$ cat config.mk
export PLATFORM = sky130hd
export DESIGN_NAME = input_debouncer_flat
export DESIGN_NICKNAME = d
export VERILOG_FILES = /design/src/rtl/input_debouncer_if.sv /design/src/rtl/input_debouncer.sv /design/src/flat_wrapper.sv
export SDC_FILE = /design/constraint.sdc
export NUM_CORES = 1
export LEC_CHECK = 0
export ABC_AREA = 1
export CAP_MARGIN = 5
export CORE_MARGIN = 4
export CORE_UTILIZATION = 50
export DETAILED_ROUTE_END_ITERATION = 12
export PLACE_DENSITY = 0.7
export SLEW_MARGIN = 20
export SYNTH_ARGS = -nofsm -noshare
export SYNTH_HDL_FRONTEND = slang
export SYNTH_SLANG_ARGS = --single-unit
$ cat constraint.sdc
create_clock -name sys_clk -period 2.5 [get_ports sys_clk]
set_clock_uncertainty 0.2 [all_clocks]
set_input_delay 0.375 -clock sys_clk [delete_from_list [all_inputs] [get_ports sys_clk]]
set_output_delay 0.375 -clock sys_clk [all_outputs]
set_load 0.05 [all_outputs]
$ cat src/rtl/input_debouncer_if.sv
// Pin-side bundle for input_debouncer: raw board inputs in, conditioned
// levels and single-cycle edge strobes out.
interface input_debouncer_if #(
  parameter int WIDTH = 3
);
  logic [WIDTH-1:0] raw_in;
  logic [WIDTH-1:0] level_out;
  logic [WIDTH-1:0] rise_pulse;
  logic [WIDTH-1:0] fall_pulse;

  // master: whoever owns the pins and consumes the clean controls.
  modport master (
    output raw_in,
    input  level_out,
    input  rise_pulse,
    input  fall_pulse
  );

  // slave: the debouncer itself.
  modport slave (
    input  raw_in,
    output level_out,
    output rise_pulse,
    output fall_pulse
  );
endinterface : input_debouncer_if

$ cat src/rtl/input_debouncer.sv
// Per-channel input conditioner: synchroniser into sys_clk, stable-count
// debounce filter, clean level and registered single-cycle rise/fall strobes.
module input_debouncer #(
  parameter int               WIDTH           = 3,
  parameter int               SYNC_STAGES     = 2,
  parameter int               DEBOUNCE_CYCLES = 270000,
  parameter logic [WIDTH-1:0] INVERT          = '0
) (
  input  logic              sys_clk,
  input  logic              rst,
  input_debouncer_if.slave  bus
);

  localparam int               CNT_W   = $clog2(DEBOUNCE_CYCLES + 1);
  localparam logic [CNT_W-1:0] CNT_MAX = CNT_W'(DEBOUNCE_CYCLES - 1);
  localparam logic [CNT_W-1:0] CNT_ONE = CNT_W'(1);

  logic [WIDTH-1:0] sync_q [SYNC_STAGES];
  logic [CNT_W-1:0] cnt_q  [WIDTH];
  logic [WIDTH-1:0] level_q;
  logic [WIDTH-1:0] rise_q;
  logic [WIDTH-1:0] fall_q;

  logic [WIDTH-1:0] s;
  logic [WIDTH-1:0] flip;

  // Polarity is normalised before the first flop, so everything downstream
  // (including the reset value 0) means "inactive" regardless of INVERT.
  // NOTE: the synchroniser stages are reset too; otherwise an active-low idle
  // input would look like a fresh edge coming out of reset.
  always_ff @(posedge sys_clk or posedge rst) begin
    if (rst) begin
      for (int k = 0; k < SYNC_STAGES; k++) begin
        sync_q[k] <= '0;
      end
    end else begin
      // NOTE: non-blocking assignments make every stage sample the previous
      // stage's old value, which is what turns this loop into a shift chain.
      sync_q[0] <= bus.raw_in ^ INVERT;
      for (int k = 1; k < SYNC_STAGES; k++) begin
        sync_q[k] <= sync_q[k-1];
      end
    end
  end

  assign s = sync_q[SYNC_STAGES-1];

  // A channel flips when it has disagreed with the level for DEBOUNCE_CYCLES
  // consecutive edges, the last of which is this one.
  // NOTE: flip gets a default before the loop so no bit can infer a latch.
  always_comb begin
    flip = '0;
    for (int i = 0; i < WIDTH; i++) begin
      flip[i] = (s[i] != level_q[i]) && (cnt_q[i] == CNT_MAX);
    end
  end

  always_ff @(posedge sys_clk or posedge rst) begin
    if (rst) begin
      for (int i = 0; i < WIDTH; i++) begin
        cnt_q[i] <= '0;
      end
      level_q <= '0;
      rise_q  <= '0;
      fall_q  <= '0;
    end else begin
      for (int i = 0; i < WIDTH; i++) begin
        if (s[i] == level_q[i]) begin
          cnt_q[i] <= '0;
        end else if (flip[i]) begin
          cnt_q[i]   <= '0;
          level_q[i] <= s[i];
        end else begin
          cnt_q[i] <= cnt_q[i] + CNT_ONE;
        end
      end
      // Strobes are registered alongside the level so they rise on the very
      // edge where level_out flips and last exactly one cycle.
      rise_q <= flip & s;
      fall_q <= flip & ~s;
    end
  end

  assign bus.level_out  = level_q;
  assign bus.rise_pulse = rise_q;
  assign bus.fall_pulse = fall_q;

endmodule : input_debouncer

$ cat src/flat_wrapper.sv
// flat-port wrapper written by rule: the top's interface ports become plain ports
module input_debouncer_flat 
#(
  parameter int               WIDTH           = 3,
  parameter int               SYNC_STAGES     = 2,
  parameter int               DEBOUNCE_CYCLES = 270000,
  parameter logic [WIDTH-1:0] INVERT          = '0
)
  (sys_clk, rst, bus_raw_in, bus_level_out, bus_rise_pulse, bus_fall_pulse);
  input_debouncer_if #(.WIDTH(WIDTH)) bus_i ();
  input  logic sys_clk;
  input  logic rst;
  input wire logic [$bits(bus_i.raw_in)-1:0] bus_raw_in;
  output wire logic [$bits(bus_i.level_out)-1:0] bus_level_out;
  output wire logic [$bits(bus_i.rise_pulse)-1:0] bus_rise_pulse;
  output wire logic [$bits(bus_i.fall_pulse)-1:0] bus_fall_pulse;
  assign bus_i.raw_in = bus_raw_in;
  assign bus_level_out = bus_i.level_out;
  assign bus_rise_pulse = bus_i.rise_pulse;
  assign bus_fall_pulse = bus_i.fall_pulse;
  input_debouncer #(.WIDTH(WIDTH), .SYNC_STAGES(SYNC_STAGES), .DEBOUNCE_CYCLES(DEBOUNCE_CYCLES), .INVERT(INVERT)) u_core (.sys_clk(sys_clk), .rst(rst), .bus(bus_i));
endmodule
## Word level (Yosys, flattened, before mapping)

Index checks and enable logic that the tools add are counted.

- Bits of input ports: 5
- Output and inout port bits: 9
- Register bits after elaboration: 72

- Equal/unequal tests: 9
- Muxes and demuxes: 6
- Reduce and logical (&&, ||, !) cells: 6
- Add/sub/neg operators: 3
- Bitwise gates (word level): 6

Operators with widths:

| operator | number |
|---|---|
| 2-to-1 mux 19 bit | 6 |
| adder 19 x 1 -> 19 bit, second input constant | 3 |
| equality test 19 bit, second input constant | 3 |
| bitwise AND 3 bit | 2 |
| AND reduction 2 bit | 3 |
| equality test 1 bit | 3 |
| logical AND 1 bit | 3 |
| inequality test 1 bit | 3 |
| NOT 1 bit | 3 |
| NOT 3 bit | 1 |

## Depth between registers and ports, before layout

- Depth in word-level cells: 4
- Depth in mapped cells: 9
- Gate-level depth less buffers: 9

## Least setup slack after synthesis

Ideal clock, no wire load.

- Path kind: reg-to-reg
- Start point: register u_core.level_q[0] (netlist: u_core.bus.level_out[0])
- End point: register u_core.cnt_q[43] (netlist bit)
- Library setup time: 119 ps
- Cell stages (with the launch flop): 8
- Buffers on the path: 0
- Data arrival time: 1,348 ps
- Setup slack: 833 ps
- Path through: dfrtp_1 -> inv_1 -> nand2_1 -> nand2_2 -> nor2_2 -> nand3_4 -> nand2_4 -> nor2_1

- Longest elaborated chain between the ends: 4
- Elaborated cells on any way between the ends: 5
- Classes of those cells: 2 x eq/ne; 2 x mux; 1 x reduce/logical

RTL lines:

| element | RTL line | source |
|---|---|---|
| start: declaration | input_debouncer.sv:20 | `logic [WIDTH-1:0] level_q;` |
| start signal: indexed assignment | input_debouncer.sv:72 | `level_q[i] <= s[i];` |
| inequality test 1 bit | input_debouncer.sv:54 | `flip[i] = (s[i] != level_q[i]) && (cnt_q[i] == CNT_MAX);` |
| logical AND 1 bit | input_debouncer.sv:54 |  |
| 2-to-1 mux 19 bit | input_debouncer.sv:70 | `end else if (flip[i]) begin` |
| 2-to-1 mux 19 bit * | input_debouncer.sv:68 | `if (s[i] == level_q[i]) begin` |
| end signal: indexed assignment | input_debouncer.sv:74 | `cnt_q[i] <= cnt_q[i] + CNT_ONE;` |
| end: declaration | input_debouncer.sv:19 | `logic [CNT_W-1:0] cnt_q [WIDTH];` |

Every way passes the cells marked *; elsewhere a longest branch is shown, timed or not.
A chain may end at the register's enable or synchronous reset.

## Final worst setup path

- Start point: register u_core.level_q[2] (netlist: u_core.bus.level_out[2])
- End point: output bus_level_out[2]

RTL lines:

| element | RTL line | source |
|---|---|---|
| end: declaration | flat_wrapper.sv:14 | `output wire logic [$bits(bus_i.level_out)-1:0] bus_level_out;` |

No word-level cell between the ends.

==> metrics <==
Final setup viols 0; cts bufs inserted 9; core box area 7290 um2; worst slew pin tran 0.504 ns; gr usage total 17.5%; worst skew pair latency 0.35 ns; CP delay by family, top buffers and inverters; Die X 94.8 um; CTS tree yes; Power Total 0.00230 W; Clk pwr share 44.8%; Tcrit/Tclk final 84.9%; Max IR drop VDD 0.381 mV; f_max 471 MHz; placed inst area 4040 um2; CP Max Fanout 3; die span in y 94.8 um; Power Dens Cells 540 nW/um2; starting density of the core 51.6%; grt met2 use 28.2%; critical path's largest stage delay 0.82 ns; Synth Area in Simple Gates 36.5%; mux contribution to synthesized area 0%; first-pass GRT wire length 12400 um; Crit path buffers/inverters 1; routed wire length 6880 um; Area Growth Syn to Fin 13.3%; XOR/XNOR share of the synthesized area 6.98%; Top-Level Pins 14; Commonest cells post-synth nor2_1, nand2_1, dfrtp_1, inv_1, nand3_1; CP startpoint u_core.bus.level_out[2]$_DFFE_PP0P_; dominant synthesized flop cell dfrtp_1; Startpoint Class flop; status complete, no violations; largest family of logic cells by synthesized area simple AND/OR/NAND/NOR gates; vias in the first global route 2839; share of cells above drive strength 1 11.7%; Inserted Diodes 0; CP cell instances clkdlybuf4s50_1; H-Tree Depth 3; Reg clk slew, reported paths 0.08 ns; worst path required time 1.92 ns; Max clock buf depth 2; number of synthesized register bits 72; share of the yosys chip area belonging to registers 47.9%; area fraction in compound gates after synthesis 2.13%; worst r2r src u_core.cnt_q[19]$_DFF_PP0_; final instance area 4260 um2; Post-synth EDFFs 0; detailed placement HPWL 5000 um; via count 2917; setup_tns 0 ns; root cell of the clock tree clkbuf_8; HP Start u_core.sync_q[5]$_DFF_PP0_; max cap viols 0; worst hold path class flop to flop; async set-or-reset flop fraction in the synthesized netlist 100%; adder-cell share of the synthesized area 0.997%; TritonCTS sink count 72; Max-slew headroom 66.3%; internal cell power 0.00178 W; first drt pass iteration count 4; routability cong. 0.843; Crit. End Element output pin; slowest library cell on the worst path clkdlybuf4s50_1; Via density 4.85; top-count cell post-synth nor2_1; Routed WL per cell 11.4 um; syn nets 481; CP Class flop to output pin; gr busiest metal met2; grt met3 use 4.38%; count of warnings emitted by yosys 0; RSZ-0062 raised after global routing false; post-route antenna net violation count 0; Reg area 1800 um2; placed insts 586; drt drc 0; Post-CTS Resized 0; Final Util 58.5%; CTS Hold Buffers Added 0; Syn Area/Cell 7.96 um2; M1 GR Usage 22.9%; post-synth top area share 47.9%; Netlist cell types 24; Final Critical Period 2.12 ns; initial antenna violation count 0; largest net degree at the start of global routing 73; die area 8980 um2; switching pwr 0.000527 W; Yosys top cell by area dfrtp_1; setup bufs post-CTS 0; 1st-iter DRT viols 117; final hold vios 0; CP arrival 1.55 ns; GRT overflow 0; Mapped Area 3760 um2; leakage 1.94 nW; Gate power share 3.4%; Sw Ratio 22.9%; IO Port Bufs 13; fill cell count 709; Pins Over Slew Limit 0; cells after synthesis 473; Sequential Power Share 51.8%; multi-input logic area 1750 um2; row count 31; non-filler cells, final 602; layout net count 506; top post-synthesis cells by area dfrtp_1, nor2_1, nand2_1
==> metal layers <==
layer  vias to the layer above  routed length, um
li1                       1508                  -
met1                      1361               3320
met2                        39               3230
met3                         9                230
met4                         0                110
met5                         -                  0
==> layout by cell type, fill, tap and decap left out, types with 2 or more instances in the layout <==
| cell | instances |
|---|---|
| inv_6 | 3 |
| clkdlybuf4s50_1 | 13 |
| inv_1 | 52 |
| xor2_1 | 20 |
| nand2_4 | 4 |
| inv_2 | 4 |
| clkinvlp_4 | 2 |
| nor2_1 | 110 |
| clkbuf_8 | 9 |
| xnor2_1 | 10 |
| nand2_1 | 101 |
| a21oi_1 | 3 |
| o21bai_1 | 6 |
| ha_1 | 3 |
| nand3_2 | 2 |
| bufinv_16 | 2 |
| nand4_1 | 6 |
| dfrtp_1 | 72 |
| nor3b_1 | 3 |
| nor3_2 | 2 |
| nand3_1 | 39 |
| nor2_2 | 14 |
| o21ai_1 | 3 |
| nand2_2 | 9 |
| nor2_4 | 6 |
==> power by group through the flow <==
stage | Sequential (W) | Combinational [W] | Clock, W
global route | 0.00119 | 0.0000936 | 0.00111
floorplan | 0.00121 | 0.0000550 | 0
detailed placement | 0.00122 | 0.0000821 | 0
CTS | 0.00119 | 0.0000826 | 0.00107
global placement | 0.00121 | 0.0000800 | 0
finish | 0.00119 | 0.0000786 | 0.00103
==> logic make-up (layout without fill, tap and decap cells) <==
group	after synthesis	in the layout
flip-flops	72	72
adder cells (fa/ha/maj)	3	3
AND/OR/NAND/NOR	299	299
buffers and inverters	56	86
AO/OA/AOI/OAI	13	13
XOR/XNOR	30	30
==> stage by stage <==
stage | hold WS [ns] | setup WS, ns
global placement | 0.136 | 0.773
floorplan | 0.131 | 0.100
CTS | 0.160 | 0.352
finish | 0.157 | 0.378
detailed placement | 0.141 | 0.760
global route | 0.171 | 0.340
==> area by class of cell <==
type / count / share of cell area (%)
Multi-Input combinational cell: 345 / 41.1
Tap cell: 99 / 2.90
Clock buffer: 9 / 2.90
Clock inverter: 7 / 2.38
Timing Repair Buffer: 14 / 3.52
Sequential cell: 72 / 42.3
Inverter: 56 / 4.93
==> registers in the layout (all words and copies together) (netlist names) <==
| register | cells |
|---|---|
| u_core.s | 3 |
| u_core.bus.level_out | 3 |
| u_core.cnt_q | 57 |
| u_core.sync_q | 3 |
| u_core.bus.rise_pulse | 3 |
| u_core.bus.fall_pulse | 3 |
==> final timing paths <==
path	endpoint	slack [ns]	cells past startpoint
min	u_core.s[2]$_DFF_PP0_	0.16	0
min in group asynchronous	u_core.cnt_q[20]$_DFF_PP0_	0.20	3
max	bus_level_out[2]	0.38	1
max in group asynchronous	u_core.cnt_q[16]$_DFF_PP0_	1.58	3
max reg2reg	u_core.cnt_q[24]$_DFF_PP0_	0.87	6
min reg2reg	u_core.s[2]$_DFF_PP0_	0.16	0
Note: power is estimated with default switching activity, not from simulation.
